File: config.mk
export PLATFORM = sky130hd
export DESIGN_NAME = mem_bus_master
export DESIGN_NICKNAME = d
export VERILOG_FILES = /design/src/rtl/mem_bus_pkg.sv /design/src/rtl/mem_bus_master.sv
export SDC_FILE = /design/constraint.sdc
export NUM_CORES = 1
export LEC_CHECK = 0
export CORE_ASPECT_RATIO = 1.5
export CORE_UTILIZATION = 45
export DETAILED_ROUTE_END_ITERATION = 8
export GPL_TIMING_DRIVEN = 1
export PLACE_DENSITY_LB_ADDON = 0.3
export SYNTH_ARGS = -nofsm -noshare
export SYNTH_HDL_FRONTEND = slang
export SYNTH_SLANG_ARGS = --single-unit
File: constraint.sdc
create_clock -name clk -period 7.15 [get_ports clk]
set_clock_uncertainty 0.2 [all_clocks]
set_input_delay 1.43 -clock clk [delete_from_list [all_inputs] [get_ports clk]]
set_output_delay 1.43 -clock clk [all_outputs]
set_load 0.01 [all_outputs]
File: src/rtl/mem_bus_pkg.sv
// Shared types for the single-beat memory bus master
// and the requesters that feed it.
package mem_bus_pkg;

    localparam int TIMER_W    = 8;
    localparam int CMD_ADDR_W = 16;
    localparam int CMD_DATA_W = 32;

    typedef enum logic [1:0] {
        IDLE,
        ISSUE,
        WAIT_RD,
        RESP
    } master_state_t;

    typedef struct packed {
        logic                  write;
        logic [CMD_ADDR_W-1:0] addr;
        logic [CMD_DATA_W-1:0] wdata;
    } cmd_t;

endpackage

File: src/rtl/mem_bus_master.sv
// Single-beat bus initiator: one command in, one strobe out, one response
// back. Reads wait for the target's valid under a bounded timer.
module mem_bus_master
    import mem_bus_pkg::*;
#(
    parameter int DATA_WIDTH = 32,
    parameter int ADDR_WIDTH = 16,
    parameter int TIMEOUT    = 15
) (
    input  logic                  clk,
    input  logic                  rst,
    input  logic                  cmd_valid,
    output logic                  cmd_ready,
    input  logic                  cmd_write,
    input  logic [ADDR_WIDTH-1:0] cmd_addr,
    input  logic [DATA_WIDTH-1:0] cmd_wdata,
    output logic                  rsp_valid,
    input  logic                  rsp_ready,
    output logic                  rsp_write,
    output logic [DATA_WIDTH-1:0] rsp_rdata,
    output logic                  rsp_error,
    output logic [ADDR_WIDTH-1:0] addr,
    output logic [DATA_WIDTH-1:0] wdata,
    output logic                  wen,
    output logic                  ren,
    input  logic [DATA_WIDTH-1:0] rdata,
    input  logic                  valid
);

    if (TIMEOUT < 1 || TIMEOUT > 255) begin : g_bad_timeout
        $error("mem_bus_master: TIMEOUT must be in 1..255");
    end

    localparam logic [TIMER_W-1:0] TIMER_LAST = TIMER_W'(TIMEOUT - 1);

    master_state_t state_q, state_d;
    logic                  op_write_q, op_write_d;
    logic [ADDR_WIDTH-1:0] addr_q, addr_d;
    logic [DATA_WIDTH-1:0] wdata_q, wdata_d;
    logic                  wen_q, wen_d;
    logic                  ren_q, ren_d;
    logic [TIMER_W-1:0]    timer_q, timer_d;
    logic                  rsp_valid_q, rsp_valid_d;
    logic                  rsp_write_q, rsp_write_d;
    logic [DATA_WIDTH-1:0] rsp_rdata_q, rsp_rdata_d;
    logic                  rsp_error_q, rsp_error_d;

    // Gated by rst so the requester sees no ready while reset is held.
    assign cmd_ready = (state_q == IDLE) && !rst;

    always_comb begin
        state_d     = state_q;
        op_write_d  = op_write_q;
        addr_d      = addr_q;
        wdata_d     = wdata_q;
        wen_d       = 1'b0;
        ren_d       = 1'b0;
        timer_d     = timer_q;
        rsp_valid_d = rsp_valid_q;
        rsp_write_d = rsp_write_q;
        rsp_rdata_d = rsp_rdata_q;
        rsp_error_d = rsp_error_q;
        unique case (state_q)
            IDLE: begin
                if (cmd_valid && cmd_ready) begin
                    op_write_d = cmd_write;
                    addr_d     = cmd_addr;
                    wdata_d    = cmd_wdata;
                    wen_d      = cmd_write;
                    ren_d      = !cmd_write;
                    state_d    = ISSUE;
                end
            end
            ISSUE: begin
                if (op_write_q) begin
                    rsp_valid_d = 1'b1;
                    rsp_write_d = 1'b1;
                    rsp_rdata_d = '0;
                    rsp_error_d = 1'b0;
                    state_d     = RESP;
                end else begin
                    timer_d = '0;
                    state_d = WAIT_RD;
                end
            end
            WAIT_RD: begin
                timer_d = timer_q + 1'b1;
                // A valid in the last timer cycle still counts as success.
                if (valid) begin
                    rsp_valid_d = 1'b1;
                    rsp_write_d = 1'b0;
                    rsp_rdata_d = rdata;
                    rsp_error_d = 1'b0;
                    state_d     = RESP;
                end else if (timer_q == TIMER_LAST) begin
                    rsp_valid_d = 1'b1;
                    rsp_write_d = 1'b0;
                    rsp_rdata_d = '0;
                    rsp_error_d = 1'b1;
                    state_d     = RESP;
                end
            end
            RESP: begin
                if (rsp_ready) begin
                    rsp_valid_d = 1'b0;
                    state_d     = IDLE;
                end
            end
            default: state_d = IDLE;
        endcase
    end

    always_ff @(posedge clk or posedge rst) begin
        if (rst) begin
            state_q     <= IDLE;
            op_write_q  <= 1'b0;
            addr_q      <= '0;
            wdata_q     <= '0;
            wen_q       <= 1'b0;
            ren_q       <= 1'b0;
            timer_q     <= '0;
            rsp_valid_q <= 1'b0;
            rsp_write_q <= 1'b0;
            rsp_rdata_q <= '0;
            rsp_error_q <= 1'b0;
        end else begin
            state_q     <= state_d;
            op_write_q  <= op_write_d;
            addr_q      <= addr_d;
            wdata_q     <= wdata_d;
            wen_q       <= wen_d;
            ren_q       <= ren_d;
            timer_q     <= timer_d;
            rsp_valid_q <= rsp_valid_d;
            rsp_write_q <= rsp_write_d;
            rsp_rdata_q <= rsp_rdata_d;
            rsp_error_q <= rsp_error_d;
        end
    end

    assign addr      = addr_q;
    assign wdata     = wdata_q;
    assign wen       = wen_q;
    assign ren       = ren_q;
    assign rsp_valid = rsp_valid_q;
    assign rsp_write = rsp_write_q;
    assign rsp_rdata = rsp_rdata_q;
    assign rsp_error = rsp_error_q;

endmodule

==> results.toml <==
[detailed_routing]
vias_per_cell = 5.15
drt_iter0_drc = 110
wire_per_inst_um = 17.0
postRouteAntennaNets = 0
drt_wl_total_mm = 9.31
dr.pass1.iters = 4
drc_errors = 0
num_vias = 2818

[setup_path]
cp_slowest_cell = "clkdlybuf4s50_1"
worstPathMaxFanout = 3
cp_data_arrival_time_ns = 2.73
end_kind = "output pin"
cp_common_cell = "clkdlybuf4s50_1"
reg2reg_depth = 5
max_stage_delay_ns = 0.58
worstSetupPathType = "input port to output pin"
rrSetupSlack_ns = 4.11
r2r_end = "rsp_rdata[19]"
cp_num_cells = 3
cp-start-kind = "input port"
worst-path-buf-inv = 2
cp_cell_sequence = "clkdlybuf4s50_1 > nor2b_1 > clkdlybuf4s50_1"
r2r_start = "state_q[1]"
required_ns = 5.52
cpLargestDelayFamily = "buffers and inverters"

[cells_and_area]
multi_input_area_um2 = 1310
seqCellArea_um2 = 2400
fin_cells = 547
nets = 530
fillerInstances = 544
drive_gt1_frac = 0.156
n_antenna_cell = 0
area_growth_pct = 55.5

[synth]
synthArstFlopShare = 1.00
ys_top_cells_by_area = "dfrtp_1 63%, mux2_2 14%, a22o_1 7.6%"
synth-main-ff-cell = "dfrtp_1"
synth-edff-count = 0
seq_area_frac_synth = 0.631
synth-seq-cells = 96
synth_area_leader_cell = "dfrtp_1"
syn_nets = 361
syn_avg_cell_area_um2 = 14.2
synth_cell_types = 32
synth_top_area_frac = 0.631
netlist_area_um2 = 3810
syn_inst = 268
yosysWarnings = 0

[grt]
grt_pass1_vias = 2950
grt_pass1_wl_mm = 14.7
grt_max_degree = 52
grt-ovfl-total = 0
grt_antenna_before_repair = 0
grt_use_total = 0.220

[power]
worst_ir_drop_vdd_mv = 0.245
total_power_mw = 2.56
powerDensity_nw_per_um2 = 433
p_leak_nw = 2.59

[timing]
slew_violations = 0
setup_viol = 0
period_needed_ns = 4.36
tns_ns = 0
tightest_slew_ns = 1.25
min_period_over_period = 0.610
rsz0062_at_grt = "false"
post-route-worst-setup-slack_ns = 2.79
max_clock_freq_ghz = 0.229
relSlewSlack = 0.165
finalHoldViolations = 0

[placement]
dpl.cell_count = 531
dp_hpwl_mm = 6.58
pre_cts_slack_ns = 2.80
place_congestion = 0.760
io_buffer_count = 171

[run_status]
status = "finished, final reports clean"

[floorplan]
die_x_um = 77.1
core_um2 = 8110
fp-row-count = 40
dieArea_um2 = 8850
io_pins = 172
initial_core_util = 0.470
dieHeight_um = 115

[worst_hold_path]
hp-class = "flip-flop to flip-flop"
min_from = "rsp_rdata[26]"
holdPathStages = 1
min_to = "rsp_rdata[26]"

[clock_tree]
clock-sinks = 96
cts_tree = "yes"
cts_hold_buf = 0
clockRootBuffer = "clkbuf_16"
postCtsSetupBuffers = 0
clkLatencyLatePin_ns = 0.34
cts_made_buffers = 9
htree_levels = 3
post_cts_resized = 0
clk_pin_slew_ns = 0.06
clockBufferDepth = 2

[run]
cap_violations = 0
## Yosys cell counts (2+ instances only)
| cell type | number |
|---|---|
| buf_6 | 3 |
| a22o_1 | 33 |
| xor2_1 | 5 |
| nor2_1 | 10 |
| clkbuf_1 | 5 |
| nor2b_1 | 6 |
| o211ai_1 | 2 |
| buf_1 | 5 |
| ha_1 | 7 |
| o2111ai_1 | 3 |
| nand2_1 | 7 |
| mux2_2 | 49 |
| inv_1 | 6 |
| dfrtp_1 | 96 |
| and2_1 | 4 |
| o21ai_0 | 5 |
| o41ai_1 | 2 |
| a21oi_1 | 6 |
## state kept, by name (all words and copies together) (netlist names)
signal / count
rsp_rdata: 32
wdata: 32
addr: 16
timer_q: 8
state_q: 2
op_write_q: 1
ren: 1
rsp_error: 1
rsp_valid: 1
rsp_write: 1
wen: 1
## worst reg2reg max path, stage by stage, from the launching register on
cell     delay, ns
dfrtp_1       0.40
inv_1         0.16
ha_1          0.31
nor2b_1       0.68
or3_1         0.94
a22o_1        0.27
## cell type report
class | count | area share
flip-flops and latches | 96 | 0.405
repair buffers | 172 | 0.290
multi-input cells | 152 | 0.222
clock buffers | 12 | 0.0433
well taps | 105 | 0.0222
clock inverters | 4 | 0.0129
inverters | 6 | 0.00422
## layout by cell type (no fill, tap or decap), types with 2 or more instances in the layout
cell type        Yosys  layout
o21ai_0              5       5
bufinv_16            0       2
xor2_1               5       5
o211ai_1             2       2
and2_1               4       4
nor2b_1              6       6
a22o_1              33      33
clkbuf_16            0       9
o2111ai_1            3       3
a21oi_1              6       6
mux2_2              49      49
nor2_1              10       9
ha_1                 7       7
clkbuf_8             0       2
clkdlybuf4s50_1      0     171
o41ai_1              2       2
dfrtp_1             96      96
inv_1                6       5
nand2_1              7       6
## metal layers
layer | GRT usage | routed length [um] | vias up | share of wire
li1 | - | - | 1305 | -
met1 | 0.242 | 3510 | 1386 | 0.38
met2 | 0.378 | 5040 | 103 | 0.54
met3 | 0.0590 | 451 | 24 | 0.048
met4 | 0.132 | 315 | 0 | 0.034
met5 | 0 | 0 | - | 0
## report_power, final
group	internal, mW	switching, mW	total, mW	leakage, nW
clock	0.326	0.199	0.525	0.159
combinational	0.659	0.456	1.11	1.21
sequential	0.789	0.135	0.924	1.22
total	1.77	0.790	2.56	2.59
## cell families (layout without fill, tap and decap cells)
kind of cell | count (synthesis) | in the layout | synth area share
buffers and inverters | 20 | 194 | 0.0259
AND/OR/NAND/NOR | 34 | 34 | 0.0470
multiplexers | 49 | 49 | 0.145
AO/OA/AOI/OAI | 57 | 57 | 0.117
adder cells (fa/ha/maj) | 7 | 7 | 0.0230
XOR/XNOR | 5 | 5 | 0.0115
flip-flops | 96 | 96 | 0.631
## worst max path at each step
stage | startpoint | endpoint | slack [ns]
after floorplan | rst | addr[0] | 3.01
after global placement | rst | cmd_ready | 2.83
after detailed placement | rst | cmd_ready | 2.80
after CTS | rst | cmd_ready | 2.80
after global routing | rst | cmd_ready | 2.75
final | rst | cmd_ready | 2.79
## metrics by stage
| step | instance area [um^2] | util | hold WS [ns] |
|---|---|---|---|
| 4_1_cts | 5920 | 0.731 | 0.302 |
| 3_3_place_gp | 5590 | 0.690 | 0.281 |
| 6_report | 5920 | 0.731 | 0.295 |
| 2_1_floorplan | 3810 | - | 0.296 |
| 3_5_place_dp | 5590 | 0.690 | 0.281 |
| 5_1_grt | 5920 | 0.731 | 0.317 |
No activity file was read; power rests on OpenSTA's default activity.
==> RTL edit: new RTL, config.mk and constraints unchanged <==
Put one more register stage on the output `rsp_error`, with the module's reset. The value now appears one clock later. The other outputs are not delayed to match.
--- a/src/rtl/mem_bus_master.sv
+++ b/src/rtl/mem_bus_master.sv
@@ -147,3 +147,9 @@
     assign rsp_rdata = rsp_rdata_q;
-    assign rsp_error = rsp_error_q;
+    always_ff @(posedge clk or posedge rst) begin
+        if (rst) begin
+            rsp_error <= '0;
+        end else begin
+            rsp_error <= rsp_error_q;
+        end
+    end
 
Formal check against the unedited RTL: same outputs for any inputs over 10 cycles, from zero or initial values and one cycle with rst high; that may be too few to reach the edited logic, so the function may still have changed.
==> RTL edit against the original RTL <==
  * Routed wire length rose by 2.3%
  * Global-route usage rose by 0.32 points
  * Synthesized area rose by 0.66%
  * First-iteration DRC count rose by 30%
  * Setup slack improved by 15 ps
  * Sequential power rose by 0.9%
  * Total power fell by 2.7%
  * Sequential cell count rose by 1
  * Synthesized cell count rose by 0.37%
  * Clock power fell by 15%
  * Highest routed layer unchanged
  * Cell area fell by 0.42%
==> RTL edit: results (changes against the original RTL) <==
rr_worst_depth: 5  # unchanged
nets: 532  # +0.38%
grt_use_total_pct: 22.31  # +0.32 points
drive_above_1_share_pct: 15.54  # -0.070 points
synthMuxAreaShare_pct: 14.39  # -0.095 points
seq_area_frac_synth_pct: 63.30  # +0.24 points
power_report.internal_total_mw: 1.707  # -3.8%
dominant_synthesized_flop_cell: "dfrtp_1"
maximum_number_of_pins_on_one_net_before_global_route_repair: 65  # +25%
postSynth.asyncResetShare_pct: 100.0  # unchanged
min_delay_worst_endpoint: "rsp_error"
dpl.cell_count: 533  # +0.38%
flop2flop_setup_slack_ps: 4090  # -20 ps
place.detailed.hpwl_um: 6688  # +1.7%
numCtsBuffers: 9  # unchanged
critical_path.reg2reg.endpoint: "rsp_rdata[23]"
timing.critical_path.fanout_max: 3  # unchanged
synthesis.nets: 362  # +0.28%
r2r_start: "state_q[1]"
io_buffers: 171  # unchanged
htree_levels: 3  # unchanged
relSlewSlack_pct: 24.57  # +8.1 points
ctsLongestPathBuffers: 2  # unchanged
antenna_found_initial: 0  # unchanged
grt_pass1_wl_um: 14920  # +1.7%
post_synth_most_frequent_cells: "97 x dfrtp_1, 49 x mux2_2, 33 x a22o_1"
yosysWarningCount: 0  # unchanged
drt-vias-per-instance: 5.124  # -0.54%
clock_latency_ps: 340  # about the same
timing.hold.worst.start: "rsp_error_q"
drt_iter0_markers: 143  # +30%
parity_gate_share_of_the_synthesized_area_counting_xor_and_xnor_cells_pct: 1.142  # -0.0075 points
post_synth_inst_count: 269  # +0.37%
antenna_cells: 0  # unchanged
synth_compound_gate_area_share_pct: 11.65  # -0.077 points
run_status: "complete, no violations"
synth_edf_count: 0  # unchanged
placed_area_um2: 5624  # +0.58%
hold_path_depth: 0  # -1
globalplace.congestion: 0.7580  # -0.22%
vias: 2813  # -0.18%
critical_path_cell_with_the_highest_stage_delay: "clkdlybuf4s50_1"
grt_pass1_vias: 2938  # -0.41%
ir_worst_vdd_mv: 0.2300  # -6.1%
firstDrtPassIters: 4  # unchanged
clkSlewWorstSetupHoldPaths_ps: 60  # about the same
cts.repair_timing.setup_buffer_count: 0  # unchanged
cts.repair.resized: 0  # unchanged
timing.hold.worst.class: "reg -> reg"
cp_top_family: "buffers and inverters"
netlist_top_cells_area: "dfrtp_1 63%, mux2_2 14%, a22o_1 7.5%, ha_1 2.3%, xor2_1 1.1%"
yosys.cell_types.count: 32  # unchanged
final_routed_wirelength_um: 9524  # +2.3%
synth_adder_area_share_pct: 2.284  # -0.015 points
leakage_nw: 2.590  # about the same
[RTL edit: cell count changes in the layout (fill, tap and decap cells not counted), sizes merged]
cell,change
bufinv,-2
clkinv,+2
buf,+1
clkbuf,+1
clkinvlp,-1
dfrtp,+1
[RTL edit: power groups by stage]
stage                     sequential (mW)  clock [mW]  combinational [mW]
after CTS                           0.931       0.457                1.13
after global routing                0.962       0.481                1.19
after detailed placement            0.937           0                1.12
after global placement              0.922           0                1.10
after floorplan                      1.04           0               0.424
final                               0.932       0.444                1.12
[RTL edit: final cells by class]
type	instances	area, um^2
clock buffer	13	260.3
tap	105	131.4
sequential	97	2427
clock inverter	3	15.01
fill	584	2258
multi-input combinational	152	1314
timing repair buffer	173	1727
inverter	6	25.02
[RTL edit: worst max path at each step]
stage,start,slack (ps),to
2_1_floorplan,rst,2990,addr[0]
4_1_cts,rst,2800,cmd_ready
6_report,rst,2810,cmd_ready
3_5_place_dp,rst,2810,cmd_ready
5_1_grt,rst,2700,cmd_ready
3_3_place_gp,rst,2830,cmd_ready
[RTL edit: cell families (layout without fill, tap and decap cells)]
group	count (synthesis)	in the layout
AO/OA/AOI/OAI	57	57
buffers and inverters	20	195
AND/OR/NAND/NOR	34	34
adder cells (fa/ha/maj)	7	7
XOR/XNOR	5	5
multiplexers	49	49
flip-flops	97	97
[RTL edit: through the flow]
step / worst slack [ps] / hold slack [ps]
6_report: 2805 / 256.5
5_1_grt: 2700 / 267.4
4_1_cts: 2797 / 242.1
3_5_place_dp: 2815 / 228.0
3_3_place_gp: 2831 / 202.5
2_1_floorplan: 2986 / 187.9
[RTL edit: layer usage]
| metal | up-vias | part of all wire [%] | GRT usage, % |
|---|---|---|---|
| met5 | - | 0 | 0 |
| met4 | 0 | 3.8 | 13.58 |
| met3 | 24 | 4.2 | 4.683 |
| met2 | 103 | 54 | 38.88 |
| met1 | 1375 | 38 | 25.00 |
| li1 | 1311 | - | - |
